--- src/rtl/store_one_block.sv ---
// Drains one Tn x Tn result tile into the row-major N x N C memory at a tile origin.
// Build option WB_ACCUM_EN: read-modify-write (C += tile), two cycles per element.
module store_one_block #(
    parameter int Tn = 4,
    parameter int N  = 16,
    parameter int AW = 8,
    parameter int DW = 16
) (
    input  logic          clk,
    input  logic          rst,
    input  logic          start,
    input  logic [7:0]    block_row,
    input  logic [7:0]    block_col,
    input  logic [DW-1:0] block [0:Tn-1][0:Tn-1],
    input  logic [DW-1:0] dinc,
    output logic [AW-1:0] addrc,
    output logic [DW-1:0] doutc,
    output logic          wec,
    output logic          busy,
    output logic          done
);

    localparam int CW = (Tn > 1) ? $clog2(Tn) : 1;
    localparam logic [CW-1:0] LAST = CW'(Tn - 1);

    typedef enum logic [1:0] {IDLE, READ, WRITE, FIN} state_t;

    state_t        state_q, state_d;
    logic [CW-1:0] i_q, i_d, j_q, j_d;
    logic [CW-1:0] i_nx, j_nx;
    logic [7:0]    row_q, row_d, col_q, col_d;
    logic [DW-1:0] snap_q [0:Tn-1][0:Tn-1];
    logic [DW-1:0] snap_d [0:Tn-1][0:Tn-1];
    logic [AW-1:0] addrc_q, addrc_d;
    logic [DW-1:0] doutc_q, doutc_d;
    logic          wec_q, wec_d;
    logic          busy_q, busy_d;
    logic          done_q, done_d;
    logic          last_elem;

    function automatic logic [AW-1:0] elem_addr(input logic [7:0] r, input logic [7:0] c,
                                                input logic [CW-1:0] ii, input logic [CW-1:0] jj);
        logic [31:0] s;
        s = (32'(r) + 32'(ii)) * 32'(N) + 32'(c) + 32'(jj);
        return s[AW-1:0];
    endfunction

    assign last_elem = (i_q == LAST) && (j_q == LAST);
    assign j_nx      = (j_q == LAST) ? '0 : j_q + 1'b1;
    assign i_nx      = (j_q == LAST) ? i_q + 1'b1 : i_q;

`ifdef WB_ACCUM_EN
    logic [DW-1:0] addend_q, addend_d;
    logic [DW-1:0] doutc_sum;

    // dinc only arrives in the write cycle itself, so the sum is formed there
    // from a registered addend; doutc_q keeps the value once the write is over.
    assign doutc_sum = dinc + addend_q;
    assign doutc     = wec_q ? doutc_sum : doutc_q;
`else
    logic unused_dinc;
    assign unused_dinc = ^dinc;
    assign doutc       = doutc_q;
`endif

    always_comb begin
        state_d = state_q;
        i_d     = i_q;
        j_d     = j_q;
        row_d   = row_q;
        col_d   = col_q;
        snap_d  = snap_q;
        addrc_d = addrc_q;
        doutc_d = doutc_q;
        wec_d   = 1'b0;
        done_d  = 1'b0;
`ifdef WB_ACCUM_EN
        addend_d = addend_q;
`endif
        case (state_q)
            IDLE: begin
                if (start) begin
                    snap_d  = block;
                    row_d   = block_row;
                    col_d   = block_col;
                    i_d     = '0;
                    j_d     = '0;
                    addrc_d = elem_addr(block_row, block_col, '0, '0);
`ifdef WB_ACCUM_EN
                    state_d = READ;
`else
                    state_d = WRITE;
                    wec_d   = 1'b1;
                    doutc_d = block[0][0];
`endif
                end
            end
`ifdef WB_ACCUM_EN
            READ: begin
                state_d  = WRITE;
                wec_d    = 1'b1;
                addend_d = snap_q[i_q][j_q];
            end
`endif
            WRITE: begin
`ifdef WB_ACCUM_EN
                doutc_d = doutc_sum;
`endif
                if (last_elem) begin
                    state_d = FIN;
                    done_d  = 1'b1;
                end else begin
                    i_d     = i_nx;
                    j_d     = j_nx;
                    addrc_d = elem_addr(row_q, col_q, i_nx, j_nx);
`ifdef WB_ACCUM_EN
                    state_d = READ;
`else
                    wec_d   = 1'b1;
                    doutc_d = snap_q[i_nx][j_nx];
`endif
                end
            end
            FIN:     state_d = IDLE;
            default: state_d = IDLE;
        endcase
        busy_d = (state_d != IDLE);
    end

    always_ff @(posedge clk or negedge rst) begin
        if (!rst) begin
            state_q <= IDLE;
            i_q     <= '0;
            j_q     <= '0;
            row_q   <= '0;
            col_q   <= '0;
            addrc_q <= '0;
            doutc_q <= '0;
            wec_q   <= 1'b0;
            busy_q  <= 1'b0;
            done_q  <= 1'b0;
`ifdef WB_ACCUM_EN
            addend_q <= '0;
`endif
            for (int a = 0; a < Tn; a++) begin
                for (int b = 0; b < Tn; b++) begin
                    snap_q[a][b] <= '0;
                end
            end
        end else begin
            state_q <= state_d;
            i_q     <= i_d;
            j_q     <= j_d;
            row_q   <= row_d;
            col_q   <= col_d;
            addrc_q <= addrc_d;
            doutc_q <= doutc_d;
            wec_q   <= wec_d;
            busy_q  <= busy_d;
            done_q  <= done_d;
`ifdef WB_ACCUM_EN
            addend_q <= addend_d;
`endif
            snap_q  <= snap_d;
        end
    end

    assign addrc = addrc_q;
    assign wec   = wec_q;
    assign busy  = busy_q;
    assign done  = done_q;

endmodule
--- config.mk ---
export PLATFORM = sky130hd
export DESIGN_NAME = store_one_block
export DESIGN_NICKNAME = d
export VERILOG_FILES = /design/src/rtl/store_one_block.sv
export SDC_FILE = /design/constraint.sdc
export NUM_CORES = 1
export LEC_CHECK = 0
export CAP_MARGIN = 20
export CORE_MARGIN = 2
export CORE_UTILIZATION = 52
export CTS_CLUSTER_DIAMETER = 60
export DETAILED_ROUTE_END_ITERATION = 8
export GPL_TIMING_DRIVEN = 0
export PLACE_DENSITY = 0.81
export SYNTH_ARGS = -nofsm -noshare
export SYNTH_HDL_FRONTEND = slang
export SYNTH_SLANG_ARGS = --single-unit
--- constraint.sdc ---
create_clock -name clk -period 4 [get_ports clk]
set_input_delay 0.6 -clock clk [delete_from_list [all_inputs] [get_ports clk]]
set_output_delay 0.6 -clock clk [all_outputs]
set_load 0.03 [all_outputs]
==> summary.md, run 1 <==
| Metric | Value |
|---|---|
| Status | `completed` |
| Syn Inst Count | `1158` |
| Combinational Power Share | `47.0%` |
| Worst Max-Slew Pin Slew | `0.838 ns` |
| Final Hold Viols | `0` |
| Class of the worst hold path | `in -> async` |
| Dpl ws | `0.241 ns` |
| Dpl cell area | `18600 um2` |
| Critical path's top delay family | `buffers and inverters` |
| Total global-route track usage | `31.2%` |
| CTS HTree Levels | `2` |
| DR vias | `11600` |
| Clock sink count | `301` |
| IO Count | `318` |
| Max Slew Vio Count | `0` |
| Initial Utilization | `52.6%` |
| Syn nets | `1464` |
| Post-route insts no fill | `1906` |
| Post-synth EDFFs | `0` |
| Overflow after GRT | `0` |
| Ys async rst share | `100%` |
| Yosys cell types | `61` |
| Residual DRC | `0` |
| Commonest non-fill, non-tap cell in the layout | `dfrtp_1` |
| Routed Antenna Nets | `0` |
| Pre-antenna DRT Iters | `6` |
| Vias in the first global route | `12100` |
| Max-Cap Viols | `0` |
| Drt total wl | `47.3 mm` |
| Die X | `174 um` |
| Share of cells above drive strength 1 | `25.4%` |
| Crit path time final | `3.64 ns` |
| Iter 0 DRT Violations | `963` |
| CP Launch Type | `flop` |
| Leak | `8.53 nW` |
| VDD IR max | `0.436 mV` |
| Port bufs | `297` |
| Peak Freq | `274 MHz` |
| WHS | `0.147 ns` |
| Top fanout value on the critical path | `10` |
| Post-layout util | `69.3%` |
| Period utilisation layout | `91.1%` |
| Clk_lat worst skew | `0.52 ns` |
| FF-to-FF End | `addrc[7]$_DFFE_PN0P_` |
| FF+latch count, synth | `301` |
| Post-synth top area share | `50.0%` |
| CTS Buffer Depth | `3` |
| Vias per std cell | `6.08` |
| Area grow syn2layout | `31.8%` |
| Num CTS Buffers | `35` |
| Critical path capture point type | `flop` |
| Synth area leaders | `dfrtp_1 50%, mux2_2 16%, mux2i_1 9.0%, mux2_1 3.8%, o22ai_1 2.4%` |
| DPL Wire Length | `35.4 mm` |
| Area of the multi-input gates | `6960 um2` |
| Final Skew | `0.0161 ns` |
| Critical path class | `reg -> reg` |
| Reg-to-reg setup timing slack | `0.36 ns` |
| Final instance area | `19800 um2` |
| Reg clk slew, reported paths | `0.06 ns` |
| Avg WL per Cell | `24.8 um` |
| Part of the power in the clock network | `21.1%` |
| Register Area | `7530 um2` |
| Synth area leader | `dfrtp_1` |
| Critical path depth in cells | `15` |
| Largest net degree at the start of global routing | `125` |
| Die footprint | `30300 um2` |
| CP required | `4.42 ns` |
| RSZ-0062 raised after global routing | `no` |
| Worst r2r src | `j_q[1]$_DFFE_PN0P_` |
| Sequential power share | `31.9%` |
| Crit-path slowest cell | `fa_1` |
| Sequential area share after synthesis | `50.0%` |
| CORE AREA | `28600 um2` |
| Final setup TNS | `0 ns` |
| Final #Nets | `1799` |
| Slew headroom | `44.2%` |
| Cells after DPL | `1841` |
| CP endpoint | `addrc[7]$_DFFE_PN0P_` |
| Sw Share | `38.5%` |
| Int Pwr | `10.2 mW` |
| Slowest cell delay on critical path | `0.40 ns` |
| Crit path top cell by count | `buf_2` |
| Post-route setup slack | `0.356 ns` |
| Pwr dens | `836 nW/um2` |
| Fill cell count | `1982` |
| CTS Hold Bufs | `0` |
| Crit path DAT | `4.06 ns` |
| Final setup vio count | `0` |
| Total of warnings raised by yosys | `0` |
| Global-route wire length before repair | `71.2 mm` |
| Mapped cell area | `15100 um2` |
| Main flop type after synthesis | `dfrtp_1` |
| CTS resizes | `0` |
| Most frequent cells in the layout | `301 x dfrtp_1, 296 x clkdlybuf4s50_1, 216 x mux2_2` |
| Crit. Startpoint | `j_q[1]$_DFFE_PN0P_` |
| Clock root buffer master | `clkbuf_16` |
| Reg2reg path depth | `15` |
| Crit path buf inv count | `5` |
| Switch Pwr | `6.39 mW` |
| Routability Congestion | `0.950` |
| Avg Cell Area, Syn | `13.0 um2` |
| CP Cell Sequence | `ha_1 -> nand2b_1 -> buf_2 -> buf_2 -> buf_2 -> nand2_1 -> inv_1 -> fa_1 -> inv_1 -> ha_1 -> or2_2 -> a21oi_1 -> a21oi_1 -> xnor2_1 -> o21ai_0` |
| Total power | `16.6 mW` |
| CTS tree | `built` |
| Initial antenna violation count | `4` |
| FP Rows | `62` |
| Die height | `174 um` |
## layout make-up
| class | count | area share [%] |
|---|---|---|
| Timing Repair Buffer | 299 | 15.3 |
| Antenna cell | 3 | 0.0378 |
| Sequential cell | 301 | 38.0 |
| Buffer | 86 | 2.60 |
| Clock buffer | 48 | 5.23 |
| Clock inverter | 15 | 1.17 |
| Multi-Input combinational cell | 757 | 35.1 |
| Tap cell | 384 | 2.42 |
| Inverter | 13 | 0.246 |
## cells in the mapped netlist (3+ instances only)
cell      count
o31ai_1       6
fa_1          3
o22ai_1      57
a22oi_1      18
nor3_1       30
xnor2_1       8
buf_2        45
o31ai_2       5
buf_6         9
mux4_2       12
a21oi_1      29
or3_1         3
o21ai_1       5
mux2_1       51
mux2i_1     136
dfrtp_1     301
and3_1        8
nor2b_1       5
o41ai_2       3
buf_4        18
o221ai_1     14
inv_1        12
a21o_1        3
xor2_1        4
nand2b_1      6
mux2_2      216
a22o_1       19
clkbuf_1     12
o21ai_0      25
ha_1         12
nor2_1       11
a221oi_1      3
nand2_1      35
## worst reg2reg max path, stage by stage (launching register included)
cell	delay (ns)
dfrtp_1	0.36
ha_1	0.27
nand2b_1	0.13
buf_2	0.30
buf_2	0.34
buf_2	0.37
nand2_1	0.15
inv_1	0.10
fa_1	0.40
inv_1	0.06
ha_1	0.25
or2_2	0.30
a21oi_1	0.15
a21oi_1	0.07
xnor2_1	0.12
o21ai_0	0.15
## flip-flops by register name, summed over array words and instances, names as in the netlist
| name | flops |
|---|---|
| row_q | 4 |
| i_q | 2 |
| state_q | 2 |
| col_q | 8 |
| done | 1 |
| wec | 1 |
| snap_q | 256 |
| busy | 1 |
| addrc | 8 |
| j_q | 2 |
| doutc | 16 |
## worst min path at each step
stage                                  end  depth (start not counted)
floorplan             addrc[0]$_DFFE_PN0P_                          0
global placement      addrc[5]$_DFFE_PN0P_                          2
detailed placement    addrc[2]$_DFFE_PN0P_                          2
CTS                   col_q[7]$_DFFE_PN0P_                          1
global route        snap_q[79]$_DFFE_PN0P_                          1
finish              snap_q[79]$_DFFE_PN0P_                          1
## logic make-up after synthesis
logic type | count (synthesis) | synth area share (%)
multiplexers | 415 | 30.8
XOR/XNOR | 12 | 0.698
buffers and inverters | 100 | 3.77
flip-flops | 301 | 50.0
AO/OA/AOI/OAI | 200 | 9.36
AND/OR/NAND/NOR | 115 | 3.95
adder cells (fa/ha/maj) | 15 | 1.40
## power by group through the flow
stage	Clock [mW]	Combinational (mW)	Sequential (mW)
after detailed placement	0	7.65	5.30
after global placement	0	7.45	5.22
final	3.51	7.79	5.29
after floorplan	0	5.06	5.25
after global routing	3.66	8.25	5.43
after CTS	3.53	7.71	5.26
## what timing repair did
| item | 4_1_cts | 5_1_grt |
|---|---|---|
| endpoints found under the hold margin | 0 | 0 |
| buffers inserted | 0 | 0 |
| setup endpoints to repair | 0 | 1 |
## per-layer routing
metal  GRT usage (%)  wire length (um)  vias to the layer above  share of wire [%]
li1                -                 -                     4989                  -
met1            40.7             18800                     5889                 40
met3            6.39              3720                      145                7.9
met4            16.1              2540                        2                5.4
met2            49.7             22200                      572                 47
met5               0                14                        -              0.030
Power figures use the tool's default switching activity.
==> run 2: changes to the inputs <==
Settings changed: CORE_MARGIN 2 to 3.
==> run 2 against run 1 <==
The run now ends with hold timing left. Non-clock buffer count increased by 1. Final cell count decreased by 0.52%. Via count decreased by 0.53%. Clock-buffer cell count unchanged. Sequential power about the same. Fmax decreased by 5.8%. Core utilization increased by 0.27 points. Critical path depth unchanged. Critical path type unchanged. Critical endpoint unchanged.
==> summary.md, run 2 (same netlist as run 1, synthesis figures left out) <==
| Metric | Value |
|---|---|
| Status | `finished with violations` |
| Violated checks | `hold timing` |
| Pre-antenna DRT Iters | `5` |
| Post-route insts no fill | `1896` |
| Routed Antenna Nets | `0` |
| IO Count | `318` |
| Final #Nets | `1796` |
| Routability Congestion | `0.959` |
| DPL Wire Length | `35.8 mm` |
| Max-Cap Viols | `0` |
| Slew headroom | `46.9%` |
| WHS | `-0.0154 ns` |
| Clock root buffer master | `clkbuf_16` |
| Final Hold Viols | `5` |
| Crit path time final | `3.87 ns` |
| Worst Max-Slew Pin Slew | `0.797 ns` |
| Pwr dens | `816 nW/um2` |
| Die height | `176 um` |
| Dpl ws | `0.206 ns` |
| Crit. Startpoint | `j_q[0]$_DFFE_PN0P_` |
| Clock sink count | `301` |
| Most frequent cells in the layout | `301 x dfrtp_1, 296 x clkdlybuf4s50_1, 216 x mux2_2` |
| Critical path class | `reg -> reg` |
| Post-route setup slack | `0.131 ns` |
| CORE AREA | `28200 um2` |
| Initial antenna violation count | `7` |
| Reg clk slew, reported paths | `0.06 ns` |
| Top fanout value on the critical path | `10` |
| CP Cell Sequence | `ha_1 -> buf_6 -> buf_4 -> nand2_2 -> buf_1 -> nand2_1 -> inv_1 -> fa_1 -> inv_1 -> ha_1 -> or2_2 -> a21oi_1 -> a21oi_1 -> xnor2_1 -> o21ai_0` |
| Switch Pwr | `6.30 mW` |
| CTS HTree Levels | `1` |
| Combinational Power Share | `48.8%` |
| Postcts setup bufs | `0` |
| Die footprint | `31000 um2` |
| Sequential power share | `33.0%` |
| Slowest cell delay on critical path | `0.65 ns` |
| FF-to-FF End | `addrc[7]$_DFFE_PN0P_` |
| Area grow syn2layout | `30.2%` |
| Global-route wire length before repair | `71.1 mm` |
| Part of the power in the clock network | `18.2%` |
| Cells after DPL | `1835` |
| Port bufs | `297` |
| Leak | `8.42 nW` |
| Int Pwr | `9.69 mW` |
| Share of cells above drive strength 1 | `25.0%` |
| Largest net degree at the start of global routing | `125` |
| Final Skew | `0.0103 ns` |
| CTS Hold Bufs | `0` |
| Max Slew Vio Count | `0` |
| Vias in the first global route | `11900` |
| Worst r2r src | `j_q[0]$_DFFE_PN0P_` |
| Num CTS Buffers | `31` |
| CTS tree | `built` |
| Top reg by flops | `snap_q` |
| Sw Share | `39.4%` |
| Crit-path slowest cell | `buf_1` |
| Crit path buf inv count | `5` |
| Iter 0 DRT Violations | `1087` |
| Class of the worst hold path | `in -> async` |
| CTS Buffer Depth | `3` |
| RSZ-0062 raised after global routing | `no` |
| Residual DRC | `0` |
| CP endpoint | `addrc[7]$_DFFE_PN0P_` |
| Drt total wl | `48.0 mm` |
| Vias per std cell | `6.08` |
| Avg WL per Cell | `25.3 um` |
| Initial Utilization | `53.5%` |
| Critical path depth in cells | `15` |
| Commonest non-fill, non-tap cell in the layout | `dfrtp_1` |
| Critical path capture point type | `flop` |
| CP required | `4.48 ns` |
| Die X | `176 um` |
| DR vias | `11500` |
| Reg-to-reg setup timing slack | `0.13 ns` |
| Critical path's top delay family | `buffers and inverters` |
| Final setup vio count | `0` |
| VDD IR max | `0.397 mV` |
| Reg2reg path depth | `15` |
| CTS resizes | `0` |
| Largest register FFs | `256` |
| Peak Freq | `258 MHz` |
| Overflow after GRT | `0` |
| Final setup TNS | `0 ns` |
| Clk_lat worst skew | `0.56 ns` |
| Period utilisation layout | `96.7%` |
| Total global-route track usage | `30.3%` |
| Post-layout util | `69.6%` |
| CP Launch Type | `flop` |
| Crit path DAT | `4.35 ns` |
| FP Rows | `61` |
run 2: worst min path at each step:
stage	to	slack, ns	cells past startpoint
4_1_cts	snap_q[79]$_DFFE_PN0P_	0.01	1
6_report	snap_q[79]$_DFFE_PN0P_	-0.02	1
2_1_floorplan	addrc[0]$_DFFE_PN0P_	0.30	0
3_5_place_dp	addrc[2]$_DFFE_PN0P_	0.47	2
5_1_grt	snap_q[47]$_DFFE_PN0P_	0.03	1
3_3_place_gp	doutc[12]$_DFFE_PN0P_	0.46	2
run 2: worst reg2reg max path: cells and delay by family (launching register included):
family                     cells  cell delay [ns]
buffers and inverters          5             1.22
and+or+nand+nor                3             0.77
DFF                            1             0.37
xor gates and xnor gates       1             0.12
adders and majority gates      3             0.95
AOI/OAI and AO/OA              3             0.36
run 2: final cells by class:
type / count / area, um2
buffer: 87 / 519
multi-input combinational: 757 / 6960
clock buffer: 48 / 950
clock inverter: 9 / 76.3
antenna: 4 / 10.0
tap: 378 / 473
timing repair buffer: 299 / 3030
fill: 2020 / 8560
sequential: 301 / 7530
inverter: 13 / 48.8
run 2: through the flow:
step,instance area [um2],power (mW)
2_1_floorplan,15100,10.3
3_3_place_gp,18500,12.7
3_5_place_dp,18600,12.9
4_1_cts,19600,15.9
5_1_grt,19600,16.7
6_report,19600,16.0
run 2: power by group through the flow:
stage,registers (mW),clock network [mW],logic [mW]
6_report,5.28,2.90,7.81
5_1_grt,5.41,3.04,8.28
4_1_cts,5.25,2.91,7.71
3_5_place_dp,5.28,0,7.66
3_3_place_gp,5.20,0,7.48
2_1_floorplan,5.25,0,5.06
run 2: layer usage:
| metal | wire, um | vias to the layer above | global-route usage (%) |
|---|---|---|---|
| li1 | - | 4989 | - |
| met3 | 4150 | 106 | 6.56 |
| met4 | 1800 | 8 | 9.93 |
| met5 | 58 | - | 0 |
| met2 | 23400 | 563 | 51.2 |
| met1 | 18700 | 5870 | 39.1 |
==> run 3: changes to the inputs <==
Settings changed: CTS_CLUSTER_DIAMETER 60 to 30.
==> run 3 against run 2 <==
The run now ends clean. Clock-buffer cell count rose by 37. Hold slack improved by 0.020 ns. Power increased by 18%. Critical path type unchanged. Critical endpoint unchanged. Largest cell class unchanged.
==> summary.md, run 3 (same netlist as run 1, synthesis figures left out) <==
| Metric | Value |
|---|---|
| Area grow syn2layout | `38.9%` |
| Residual DRC | `0` |
| Port bufs | `297` |
| Vias per std cell | `6.13` |
| Slew headroom | `50.9%` |
| Reg clk slew, reported paths | `0.04 ns` |
| Vias in the first global route | `12700` |
| Clock sink count | `301` |
| Top fanout value on the critical path | `10` |
| CP Launch Type | `flop` |
| Largest net degree at the start of global routing | `125` |
| Die height | `176 um` |
| Final Hold Viols | `0` |
| Leak | `9.03 nW` |
| Final setup TNS | `0 ns` |
| Iter 0 DRT Violations | `1202` |
| Period utilisation layout | `93.1%` |
| FP Rows | `61` |
| Max-Cap Viols | `0` |
| IO Count | `318` |
| Pre-antenna DRT Iters | `6` |
| CTS resizes | `0` |
| Routed Antenna Nets | `0` |
| Routability Congestion | `0.959` |
| Share of cells above drive strength 1 | `28.0%` |
| Most frequent cells in the layout | `301 x dfrtp_1, 296 x clkdlybuf4s50_1, 216 x mux2_2` |
| CTS Buffer Depth | `3` |
| CORE AREA | `28200 um2` |
| Class of the worst hold path | `in -> async` |
| Num CTS Buffers | `67` |
| Status | `completed` |
| Crit. Startpoint | `j_q[1]$_DFFE_PN0P_` |
| Max Slew Vio Count | `0` |
| Dpl cell area | `18600 um2` |
| Pwr dens | `904 nW/um2` |
| Final #Nets | `1831` |
| Critical path class | `reg -> reg` |
| Crit path DAT | `4.19 ns` |
| Crit path time final | `3.72 ns` |
| Drt total wl | `50.4 mm` |
| Final setup vio count | `0` |
| Total global-route track usage | `32.2%` |
| Die X | `176 um` |
| RSZ-0062 raised after global routing | `no` |
| Global-route wire length before repair | `74.8 mm` |
| Final Skew | `0.0257 ns` |
| DPL Wire Length | `35.8 mm` |
| Largest register FFs | `256` |
| Commonest non-fill, non-tap cell in the layout | `dfrtp_1` |
| Avg WL per Cell | `25.7 um` |
| Postcts setup bufs | `0` |
| CP required | `4.47 ns` |
| CTS tree | `built` |
| Peak Freq | `269 MHz` |
| Worst r2r src | `j_q[1]$_DFFE_PN0P_` |
| CTS HTree Levels | `3` |
| Initial antenna violation count | `9` |
| Die footprint | `31000 um2` |
| Worst Max-Slew Pin Slew | `0.736 ns` |
| Critical path capture point type | `flop` |
| Clk_lat worst skew | `0.56 ns` |
| CTS Hold Bufs | `0` |
| VDD IR max | `0.393 mV` |
| Clock root buffer master | `clkbuf_16` |
| DR vias | `12000` |
| Initial Utilization | `53.5%` |
| Top reg by flops | `snap_q` |
| Final instance area | `20900 um2` |
| Overflow after GRT | `0` |
==> run 3: cell count changes in the layout (fill, tap and decap cells not counted), moves of 3 or more <==
cell / delta
clkinv_4: +7
clkbuf_16: +38
bufinv_16: +7
inv_6: +7
clkinvlp_4: +9
clkbuf_8: -3
==> run 3: area by class of cell <==
cell class	count	area [um2]
Clock inverter	38	487
Tap cell	378	473
Sequential cell	301	7530
Clock buffer	85	1870
Multi-Input combinational cell	757	6960
Antenna cell	2	5.00
Inverter	13	48.8
Timing Repair Buffer	299	3030
Buffer	86	515
Fill cell	1819	7240
==> run 3: metrics by stage <==
| step | hold slack [ns] | util, % | std cells | setup slack [ns] | total power, mW |
|---|---|---|---|---|---|
| final | 0.00513 | 74.3 | 1959 | 0.276 | 18.9 |
| after global routing | 0.0504 | 74.3 | 1958 | 0.180 | 19.7 |
| after global placement | 0.464 | 65.7 | 1833 | -10.49 | 12.7 |
| after detailed placement | 0.472 | 65.9 | 1835 | 0.206 | 12.9 |
| after floorplan | 0.304 | - | 1158 | 0.941 | 10.3 |
| after CTS | 0.0344 | 74.3 | 1958 | 0.178 | 18.8 |
==> run 3: power by group <==
group          total, mW  switching, mW  internal, mW
logic               7.92           4.30          3.63
registers           5.31          0.922          4.39
clock network       5.69           1.84          3.85
total               18.9           7.05          11.9
==> run 3: critical path, stage by stage (launching register included) <==
cell and delay [ns]:
dfrtp_1 0.35, ha_1 0.29, nand2b_1 0.13, buf_2 0.31, buf_2 0.36, buf_2 0.37, nand2_1 0.17, inv_1 0.12
fa_1 0.43, inv_1 0.08, ha_1 0.25, or2_2 0.30, a21oi_1 0.15, a21oi_1 0.07, xnor2_1 0.12, o21ai_0 0.13
==> run 3: final timing paths <==
path,endpoint,slack (ns),depth (start not counted)
worst min-delay path,snap_q[111]$_DFFE_PN0P_,0.005,1
min in group clk,addrc[5]$_DFFE_PN0P_,0.48,2
worst max register to register,addrc[7]$_DFFE_PN0P_,0.28,15
worst min register to register,addrc[5]$_DFFE_PN0P_,0.48,2
max in group asynchronous,snap_q[245]$_DFFE_PN0P_,2.99,2
worst max-delay path,addrc[7]$_DFFE_PN0P_,0.28,15
==> run 3: layer usage <==
layer  vias to the layer above  global-route usage (%)  wire length, um
li1                       5103                       -                -
met1                      5994                    39.2            18400
met3                       180                    8.67             5040
met2                       719                    53.2            24400
met4                        12                    15.8             2530
met5                         -                       0               85
